==> config.mk <==
export PLATFORM = sky130hd
export DESIGN_NAME = fifo_rw_controller_flat
export DESIGN_NICKNAME = d
export VERILOG_FILES = /design/src/rtl/fifo_rw_controller_if.sv /design/src/rtl/fifo_rw_controller.sv /design/src/flat_wrapper.sv
export SDC_FILE = /design/constraint.sdc
export NUM_CORES = 1
export LEC_CHECK = 0
export BUFFER_PORTS_ARGS = -buffer_cell sky130_fd_sc_hd__buf_2
export CAP_MARGIN = 15
export CORE_ASPECT_RATIO = 1.25
export CORE_UTILIZATION = 40
export DETAILED_ROUTE_END_ITERATION = 10
export HOLD_SLACK_MARGIN = 0.08
export PLACE_DENSITY_LB_ADDON = 0.1
export SYNTH_ARGS = -nofsm -noshare
export SYNTH_HDL_FRONTEND = slang
export SYNTH_SLANG_ARGS = --single-unit
==> constraint.sdc <==
create_clock -name clk -period 2.2 [get_ports clk]
set_clock_uncertainty 0.1 [all_clocks]
set_input_delay 0.66 -clock clk [delete_from_list [all_inputs] [get_ports clk]]
set_output_delay 0.66 -clock clk [all_outputs]
set_load 0.005 [all_outputs]
==> src/rtl/fifo_rw_controller_if.sv <==
// Handshake and status bundle between a FIFO producer/consumer and its
// read/write sequencing controller.
interface fifo_rw_controller_if #(
  parameter int AW = 4,
  parameter int CW = 5
);
  logic          wr_req;
  logic          rd_req;
  logic          clr_err;
  logic          WriteEn;
  logic          ReadEn;
  logic [AW-1:0] wr_ptr;
  logic [AW-1:0] rd_ptr;
  logic [CW-1:0] count;
  logic          empty;
  logic          full;
  logic          rd_valid;
  logic          overflow;
  logic          underflow;

  modport master (
    output wr_req, rd_req, clr_err,
    input  WriteEn, ReadEn, wr_ptr, rd_ptr, count,
    input  empty, full, rd_valid, overflow, underflow
  );

  modport slave (
    input  wr_req, rd_req, clr_err,
    output WriteEn, ReadEn, wr_ptr, rd_ptr, count,
    output empty, full, rd_valid, overflow, underflow
  );
endinterface

==> src/rtl/fifo_rw_controller.sv <==
// Sequencing controller for a register-file FIFO: accepts read/write requests,
// advances the address counters and tracks occupancy plus sticky error flags.
module fifo_rw_controller #(
  parameter int DEPTH = 15,
  parameter int AW    = 4,
  parameter int CW    = 5
) (
  input logic             clk,
  input logic             rst_n,
  fifo_rw_controller_if.slave bus
);

  typedef enum logic [1:0] {
    EMPTY   = 2'd0,
    PARTIAL = 2'd1,
    FULL    = 2'd2
  } state_t;

  localparam logic [AW-1:0] LastPtr    = AW'(DEPTH - 1);
  localparam logic [CW-1:0] DepthCount = CW'(DEPTH);

  state_t        stateReg, stateNext;
  logic [CW-1:0] countReg, countNext;
  logic [AW-1:0] wrPtrReg, wrPtrNext;
  logic [AW-1:0] rdPtrReg, rdPtrNext;
  logic          rdValidReg;
  logic          overflowReg, overflowNext;
  logic          underflowReg, underflowNext;
  logic          writeEn, readEn;

  always_comb begin
    writeEn       = 1'b0;
    readEn        = 1'b0;
    stateNext     = stateReg;
    countNext     = countReg;
    wrPtrNext     = wrPtrReg;
    rdPtrNext     = rdPtrReg;
    overflowNext  = overflowReg;
    underflowNext = underflowReg;

    // Accept decisions; no read-through when empty, write-through when full.
    if (rst_n) begin
      case (stateReg)
        EMPTY: begin
          writeEn = bus.wr_req;
        end
        PARTIAL: begin
          writeEn = bus.wr_req;
          readEn  = bus.rd_req;
        end
        FULL: begin
          readEn  = bus.rd_req;
          writeEn = bus.wr_req & bus.rd_req;
        end
        default: begin
        end
      endcase
    end

    if (writeEn) wrPtrNext = (wrPtrReg == LastPtr) ? '0 : wrPtrReg + AW'(1);
    if (readEn)  rdPtrNext = (rdPtrReg == LastPtr) ? '0 : rdPtrReg + AW'(1);

    if (writeEn && !readEn)      countNext = countReg + CW'(1);
    else if (readEn && !writeEn) countNext = countReg - CW'(1);

    if (countNext == '0)              stateNext = EMPTY;
    else if (countNext == DepthCount) stateNext = FULL;
    else                              stateNext = PARTIAL;

    // A refusal in the same cycle as clr_err keeps the flag set.
    overflowNext  = (bus.wr_req && !writeEn) || (overflowReg  && !bus.clr_err);
    underflowNext = (bus.rd_req && !readEn)  || (underflowReg && !bus.clr_err);
  end

  always_ff @(posedge clk) begin
    if (!rst_n) begin
      stateReg     <= EMPTY;
      countReg     <= '0;
      wrPtrReg     <= '0;
      rdPtrReg     <= '0;
      rdValidReg   <= 1'b0;
      overflowReg  <= 1'b0;
      underflowReg <= 1'b0;
    end else begin
      stateReg     <= stateNext;
      countReg     <= countNext;
      wrPtrReg     <= wrPtrNext;
      rdPtrReg     <= rdPtrNext;
      rdValidReg   <= readEn;
      overflowReg  <= overflowNext;
      underflowReg <= underflowNext;
    end
  end

  assign bus.WriteEn   = writeEn;
  assign bus.ReadEn    = readEn;
  assign bus.wr_ptr    = wrPtrReg;
  assign bus.rd_ptr    = rdPtrReg;
  assign bus.count     = countReg;
  assign bus.empty     = (stateReg == EMPTY);
  assign bus.full      = (stateReg == FULL);
  assign bus.rd_valid  = rdValidReg;
  assign bus.overflow  = overflowReg;
  assign bus.underflow = underflowReg;

endmodule
==> src/flat_wrapper.sv <==
// flat-port wrapper written by rule: the top's interface ports become plain ports
module fifo_rw_controller_flat 
#(
  parameter int DEPTH = 15,
  parameter int AW    = 4,
  parameter int CW    = 5
)
  (clk, rst_n, bus_wr_req, bus_rd_req, bus_clr_err, bus_WriteEn, bus_ReadEn, bus_wr_ptr, bus_rd_ptr, bus_count, bus_empty, bus_full, bus_rd_valid, bus_overflow, bus_underflow);
  fifo_rw_controller_if #(.AW(AW), .CW(CW)) bus_i ();
  input logic clk;
  input logic rst_n;
  input wire logic [$bits(bus_i.wr_req)-1:0] bus_wr_req;
  input wire logic [$bits(bus_i.rd_req)-1:0] bus_rd_req;
  input wire logic [$bits(bus_i.clr_err)-1:0] bus_clr_err;
  output wire logic [$bits(bus_i.WriteEn)-1:0] bus_WriteEn;
  output wire logic [$bits(bus_i.ReadEn)-1:0] bus_ReadEn;
  output wire logic [$bits(bus_i.wr_ptr)-1:0] bus_wr_ptr;
  output wire logic [$bits(bus_i.rd_ptr)-1:0] bus_rd_ptr;
  output wire logic [$bits(bus_i.count)-1:0] bus_count;
  output wire logic [$bits(bus_i.empty)-1:0] bus_empty;
  output wire logic [$bits(bus_i.full)-1:0] bus_full;
  output wire logic [$bits(bus_i.rd_valid)-1:0] bus_rd_valid;
  output wire logic [$bits(bus_i.overflow)-1:0] bus_overflow;
  output wire logic [$bits(bus_i.underflow)-1:0] bus_underflow;
  assign bus_i.wr_req = bus_wr_req;
  assign bus_i.rd_req = bus_rd_req;
  assign bus_i.clr_err = bus_clr_err;
  assign bus_WriteEn = bus_i.WriteEn;
  assign bus_ReadEn = bus_i.ReadEn;
  assign bus_wr_ptr = bus_i.wr_ptr;
  assign bus_rd_ptr = bus_i.rd_ptr;
  assign bus_count = bus_i.count;
  assign bus_empty = bus_i.empty;
  assign bus_full = bus_i.full;
  assign bus_rd_valid = bus_i.rd_valid;
  assign bus_overflow = bus_i.overflow;
  assign bus_underflow = bus_i.underflow;
  fifo_rw_controller #(.DEPTH(DEPTH), .AW(AW), .CW(CW)) u_core (.clk(clk), .rst_n(rst_n), .bus(bus_i));
endmodule
# [Word-level counts from Yosys, hierarchy flattened]
# Cells that the tools add are included.
[word_totals] regBits=18 latch_bits=0 ram_bits=0 romBits=0 input_bits=5 wordCells=43 n_memories=0
[op_classes] add_sub_neg=4 multipliers=0 div=0 order_cmp=0 eq_ne=5 n_shift=0 mux=9 bitwise=2 reduce_logical=16
[ops] cell="$mux W5" count=2
[ops] cell="$add A4 B1 Y4 const B" count=2
[ops] cell="$eq A4 B4 Y1 const B" count=2
[ops] cell="$mux W4" count=2
[ops] cell="$logic_and A1 B1 Y1" count=6
[ops] cell="$reduce_or A2 Y1" count=3
[ops] cell="$add A5 B1 Y5 const B" count=1
[ops] cell="$eq A5 B4 Y1 const B" count=1
[ops] cell="$logic_not A5 Y1" count=1
[ops] cell="$sub A5 B1 Y5 const B" count=1
[ops] cell="$logic_not A1 Y1" count=3
[ops] cell="$mux W1" count=3
[ops] cell="$eq A2 B1 Y1 const B" count=1
[ops] cell="$eq A2 B2 Y1 const B" count=1
[ops] cell="$logic_not A2 Y1" count=1
[ops] cell="$logic_or A1 B1 Y1" count=2
[ops] cell="$mux W2" count=1
[ops] cell="$pmux W1 S2" count=1
[ops] cell="$and A1 B1 Y1" count=1
[ops] cell="$not A1 Y1" count=1

# [Longest topological paths before layout]
[logic_depth] ltp_word=10 depth_mapped=11 depth_no_buf=10

# [Least setup slack after synthesis]
# No wires, ideal clock.
[synth_path] kind="reg2reg" startpoint="register u_core.stateReg[0]" endpoint="register u_core.stateReg[0]" arrival_time_ns=1.964 t_required_ns=1.968 path_slack_ns=0.004 path_stages_with_launch=10 path_buffers=1 period_less_slack_ns=2.196 cell_sequence="dfxtp_1 inv_1 ha_1 and2_4 buf_8 nor4_1 o21ai_0 nor2b_1 a2111oi_2 a211oi_2"
[synth_between] elab_chain_cells=10
[synth_rtl] element="start: declaration" line_no="fifo_rw_controller.sv:22" text="state_t stateReg, stateNext;"
[synth_rtl] element="start signal: assignment" line_no="fifo_rw_controller.sv:85" text="stateReg <= stateNext;"
[synth_rtl] element="$eq A2 B1 Y1 / $logic_not A2 Y1 (equally long branches)" line_no="fifo_rw_controller.sv:43" text="case (stateReg)"
[synth_rtl] element="$reduce_or A2 Y1 (no source line)"
[synth_rtl] element="$pmux W1 S2" line_no="fifo_rw_controller.sv:43"
[synth_rtl] element="$mux W1" line_no="fifo_rw_controller.sv:42" text="if (rst_n) begin"
[synth_rtl] element="$logic_not A1 Y1" line_no="fifo_rw_controller.sv:64" text="else if (readEn && !writeEn) countNext = countReg - CW'(1);"
[synth_rtl] element="$logic_and A1 B1 Y1" line_no="fifo_rw_controller.sv:64"
[synth_rtl] element="$mux W5" line_no="fifo_rw_controller.sv:64"
[synth_rtl] element="$mux W5 (*)" line_no="fifo_rw_controller.sv:63" text="if (writeEn && !readEn) countNext = countReg + CW'(1);"
[synth_rtl] element="$eq A5 B4 Y1 / $logic_not A5 Y1 (equally long branches)" line_no="fifo_rw_controller.sv:67, fifo_rw_controller.sv:66"
[synth_rtl] element="$mux W2 / $reduce_or A2 Y1 (equally long branches)"
# Mark *: on every way between the ends. The rest lies on a longest branch, timed or not.
# A chain may end at the register's enable or synchronous reset.

# [Worst setup path after layout]
[layout_path] startpoint="register u_core.stateReg[0]" endpoint="output bus_WriteEn"
[layout_between] elab_chain_cells=4
[layout_rtl] element="$eq A2 B1 Y1 / $logic_not A2 Y1 (equally long branches)" line_no="fifo_rw_controller.sv:43"
[layout_rtl] element="$reduce_or A2 Y1 (no source line)"
[layout_rtl] element="$pmux W1 S2 (*)" line_no="fifo_rw_controller.sv:43"
[layout_rtl] element="$mux W1 (*)" line_no="fifo_rw_controller.sv:42"
[layout_rtl] element="end: declaration" line_no="flat_wrapper.sv:15" text="output wire logic [$bits(bus_i.WriteEn)-1:0] bus_WriteEn;"
# Marked as above.

==> impl_metrics.env <==
export IMPL_p_total_mw=1.36
export IMPL_syn_area_per_cell_um2=9.17
export IMPL_cp_cell_sequence="inv_4, ha_4, a211oi_2, buf_4, nor3_4, buf_4, buf_6"
export IMPL_antenna_found_initial=0
export IMPL_report_final_setup_viol=2
export IMPL_die_h_um=60.2
export IMPL_maxCapViolCount=0
export IMPL_drt_met1_wl_mm=1.13
export IMPL_overflow=0
export IMPL_hold_end="u_core.bus.underflow$_SDFF_PN0_"
export IMPL_hold_ws_ps=374
export IMPL_routedWlPerCell_um=13.4
export IMPL_synth_cell_types=41
export IMPL_cp_start_kind="flop"
export IMPL_synth_top_family_by_area="simple AND/OR/NAND/NOR gates"
export IMPL_die_area_um2=2920
export IMPL_coreArea_um2=2500
export IMPL_rsz0062_at_grt="true"
export IMPL_hold_depth=2
export IMPL_cp_required_ps=1440
export IMPL_via_per_inst=5.28
export IMPL_synth_simple_area_share=0.250
export IMPL_r2r_setup_slack_ps=-20
export IMPL_clkLatencyLatePin_ps=300
export IMPL_path_max_fanout=3
export IMPL_worst_setup_path_type="reg2out"
export IMPL_track_usage=0.188
export IMPL_syn_nets=129
export IMPL_grt_pass1_vias=942
export IMPL_cp_top_family="buffers and inverters"
export IMPL_cts_made_buffers=3
export IMPL_cts_hold_buf=0
export IMPL_cts_sinks=18
export IMPL_grt_max_degree=15
export IMPL_r2r_cells=10
export IMPL_slowest_stage="dfxtp_4"
export IMPL_worst_slack_ps=-98.5
export IMPL_period_needed_ps=2300
export IMPL_worstSetupEndpointType="primary output"
export IMPL_cts_htree_levels=1
export IMPL_critPathArrivalTime_ps=1540
export IMPL_ant_nets=0
export IMPL_diodes=0
export IMPL_synth_compound_area_share=0.193
export IMPL_firstDrtPassIters=4
export IMPL_yosys_warnings=0
export IMPL_syn_area_um2=1080
export IMPL_cp_startpoint="u_core.stateReg[0]$_SDFF_PP0_"
export IMPL_portBuffers=24
export IMPL_regToRegStartpoint="u_core.stateReg[0]$_SDFF_PP0_"
export IMPL_drt_iter0_markers=17
export IMPL_crit_top_cell="buf_4"
export IMPL_syn_inst=118
export IMPL_r2r_end="u_core.stateReg[0]$_SDFF_PP0_"
export IMPL_place_hpwl_mm=1.88
export IMPL_area_growth_pct=42.5
export IMPL_slowest_delay_ps=400
export IMPL_dr_max_layer_used="met4"
export IMPL_layout_common_cells="buf_2 (23), buf_4 (23), dfxtp_1 (16)"
export IMPL_ios=25
export IMPL_worst_pin_slew_ps=355
export IMPL_cts_tree="yes"
export IMPL_min_period_over_period=1.04
export IMPL_wl_met3_um=102
export IMPL_ys_ff_latch=18
export IMPL_tns_ps=-122
export IMPL_wirelength_mm=2.66
export IMPL_path_clk_slew_ps=110
export IMPL_irDropWorstVdd_mv=0.487
export IMPL_synth_xor_area_share=0.0324
export IMPL_clockRootBuffer="clkbuf_4"
export IMPL_max_slew_margin=0.763
export IMPL_synthMuxAreaShare=0.0509
export IMPL_drcViolationCount=0
export IMPL_clockBufferDepth=2
export IMPL_p_per_area_nw_per_um2=879
export IMPL_p_leak_nw=0.691
export IMPL_die_w_um=48.5
export IMPL_finalMaxSlewViolations=0
export IMPL_vias=1051
export IMPL_n_fill_cell=217
export IMPL_fin_nets=178
export IMPL_grt_pass1_wl_mm=4.16
export IMPL_worst_path_buf_inv=4
export IMPL_worstHoldStart="u_core.bus.underflow$_SDFF_PN0_"
export IMPL_violations="setup timing"
export IMPL_initial_core_util=0.433
export IMPL_wl_met2_mm=1.34
export IMPL_hold_viol_final=0
export IMPL_ys_seq_area_frac=0.333
export IMPL_synthAdderAreaFrac=0.0694
export IMPL_row_count=20
export IMPL_clock_fmax_mhz=435
export IMPL_drive_above_1_share=0.482
export IMPL_place_congestion=0.838
export IMPL_outcome="finished, violations left"
export IMPL_hold_class="reg2reg"
## cell type report
| type | instances | area [µm²] | area share |
|---|---|---|---|
| well taps | 33 | 41.3 | 0.0268 |
| repair buffers | 47 | 299 | 0.194 |
| clock buffers | 4 | 36.3 | 0.0235 |
| multi-input cells | 88 | 757 | 0.491 |
| flip-flops and latches | 18 | 368 | 0.238 |
| inverters | 9 | 41.3 | 0.0268 |
## per-layer routing
layer	track usage	up-vias
li1	-	529
met5	0	-
met1	0.221	489
met2	0.336	24
met4	0.0882	0
met3	0.0331	9
## synth_stat cells
library cell	instances	area, µm²
a31oi_1	2	12.5
a211oi_2	2	25.0
inv_1	7	26.3
o31ai_1	1	7.51
o2111a_1	2	22.5
buf_8	1	15.0
a211o_1	1	8.76
dfxtp_1	18	360
mux2i_1	3	30.0
nand4b_1	1	8.76
a311oi_1	2	17.5
a2111oi_2	1	15.0
a22oi_2	1	12.5
and2_1	2	12.5
nand2_4	1	11.3
mux2_2	1	11.3
and3_1	1	6.26
nand4_1	5	31.3
clkbuf_1	1	3.75
ha_1	6	75.1
nand2b_1	2	12.5
nor2_1	10	37.5
buf_12	1	20.0
or2b_1	1	7.51
and2_4	1	8.76
nand4_2	1	12.5
nand3_1	2	10.0
xor2_1	2	17.5
o21ai_0	3	15.0
clkinv_4	1	8.76
nand2_1	3	11.3
nor2b_1	5	31.3
inv_2	1	3.75
a21oi_1	10	50.1
nor4_1	2	12.5
nor3_1	5	25.0
nor3_4	1	16.3
xnor2_1	2	17.5
o211ai_1	3	22.5
mux2i_2	1	13.8
nand3b_1	2	15.0
## registers in the layout, summed over array words and instances (netlist names)
signal / count
u_core.bus.count: 5
u_core.bus.overflow: 1
u_core.bus.rd_ptr: 4
u_core.bus.rd_valid: 1
u_core.bus.underflow: 1
u_core.bus.wr_ptr: 4
u_core.stateReg: 2
## what timing repair did
action                     in CTS  in global routing
setup buffers                   4                  2
setup endpoints to repair       4                  5
pin swaps                       4                  4
resized for setup              10                 18
## power by group
part	switching [mW]	total, mW	internal [mW]
registers	0.0654	0.444	0.378
logic	0.353	0.706	0.353
clock network	0.105	0.206	0.101
total	0.523	1.36	0.832
## cells by family (layout without fill, tap and decap cells)
| group | after synthesis | count (layout) |
|---|---|---|
| compound gates | 28 | 28 |
| xor+xnor | 4 | 4 |
| fa+ha+maj | 6 | 6 |
| buf+inv | 12 | 60 |
| flops | 18 | 18 |
| mux | 5 | 5 |
| simple gates | 45 | 45 |
## worst register-to-register path, cell delays in order, from the launching register on
cell and delay, ps:
dfxtp_4 400, inv_4 50, ha_4 150, a211oi_2 200, buf_4 150, nor3_4 40
buf_4 150, mux2i_4 190, xor2_2 210, a2111oi_4 350, a211oi_2 110
## metrics by stage
| step | setup WS, ps | utilization | cell area [µm²] | instances |
|---|---|---|---|---|
| after floorplan | 4.40 | - | 1080 | 118 |
| after global placement | -119 | 0.533 | 1330 | 189 |
| after detailed placement | -162 | 0.533 | 1330 | 189 |
| after CTS | -96.8 | 0.571 | 1430 | 197 |
| after global routing | -140 | 0.617 | 1540 | 199 |
| final | -98.5 | 0.617 | 1540 | 199 |
## worst max path at each step
stage | to | slack [ps] | cells after the start
global placement | u_core.stateReg[0]$_SDFF_PP0_ | -120 | 8
floorplan | u_core.stateReg[0]$_SDFF_PP0_ | 4 | 9
finish | bus_WriteEn | -100 | 7
CTS | bus_WriteEn | -100 | 7
detailed placement | u_core.stateReg[0]$_SDFF_PP0_ | -160 | 8
global route | bus_WriteEn | -140 | 7
Note: power is estimated with default switching activity, not from simulation.
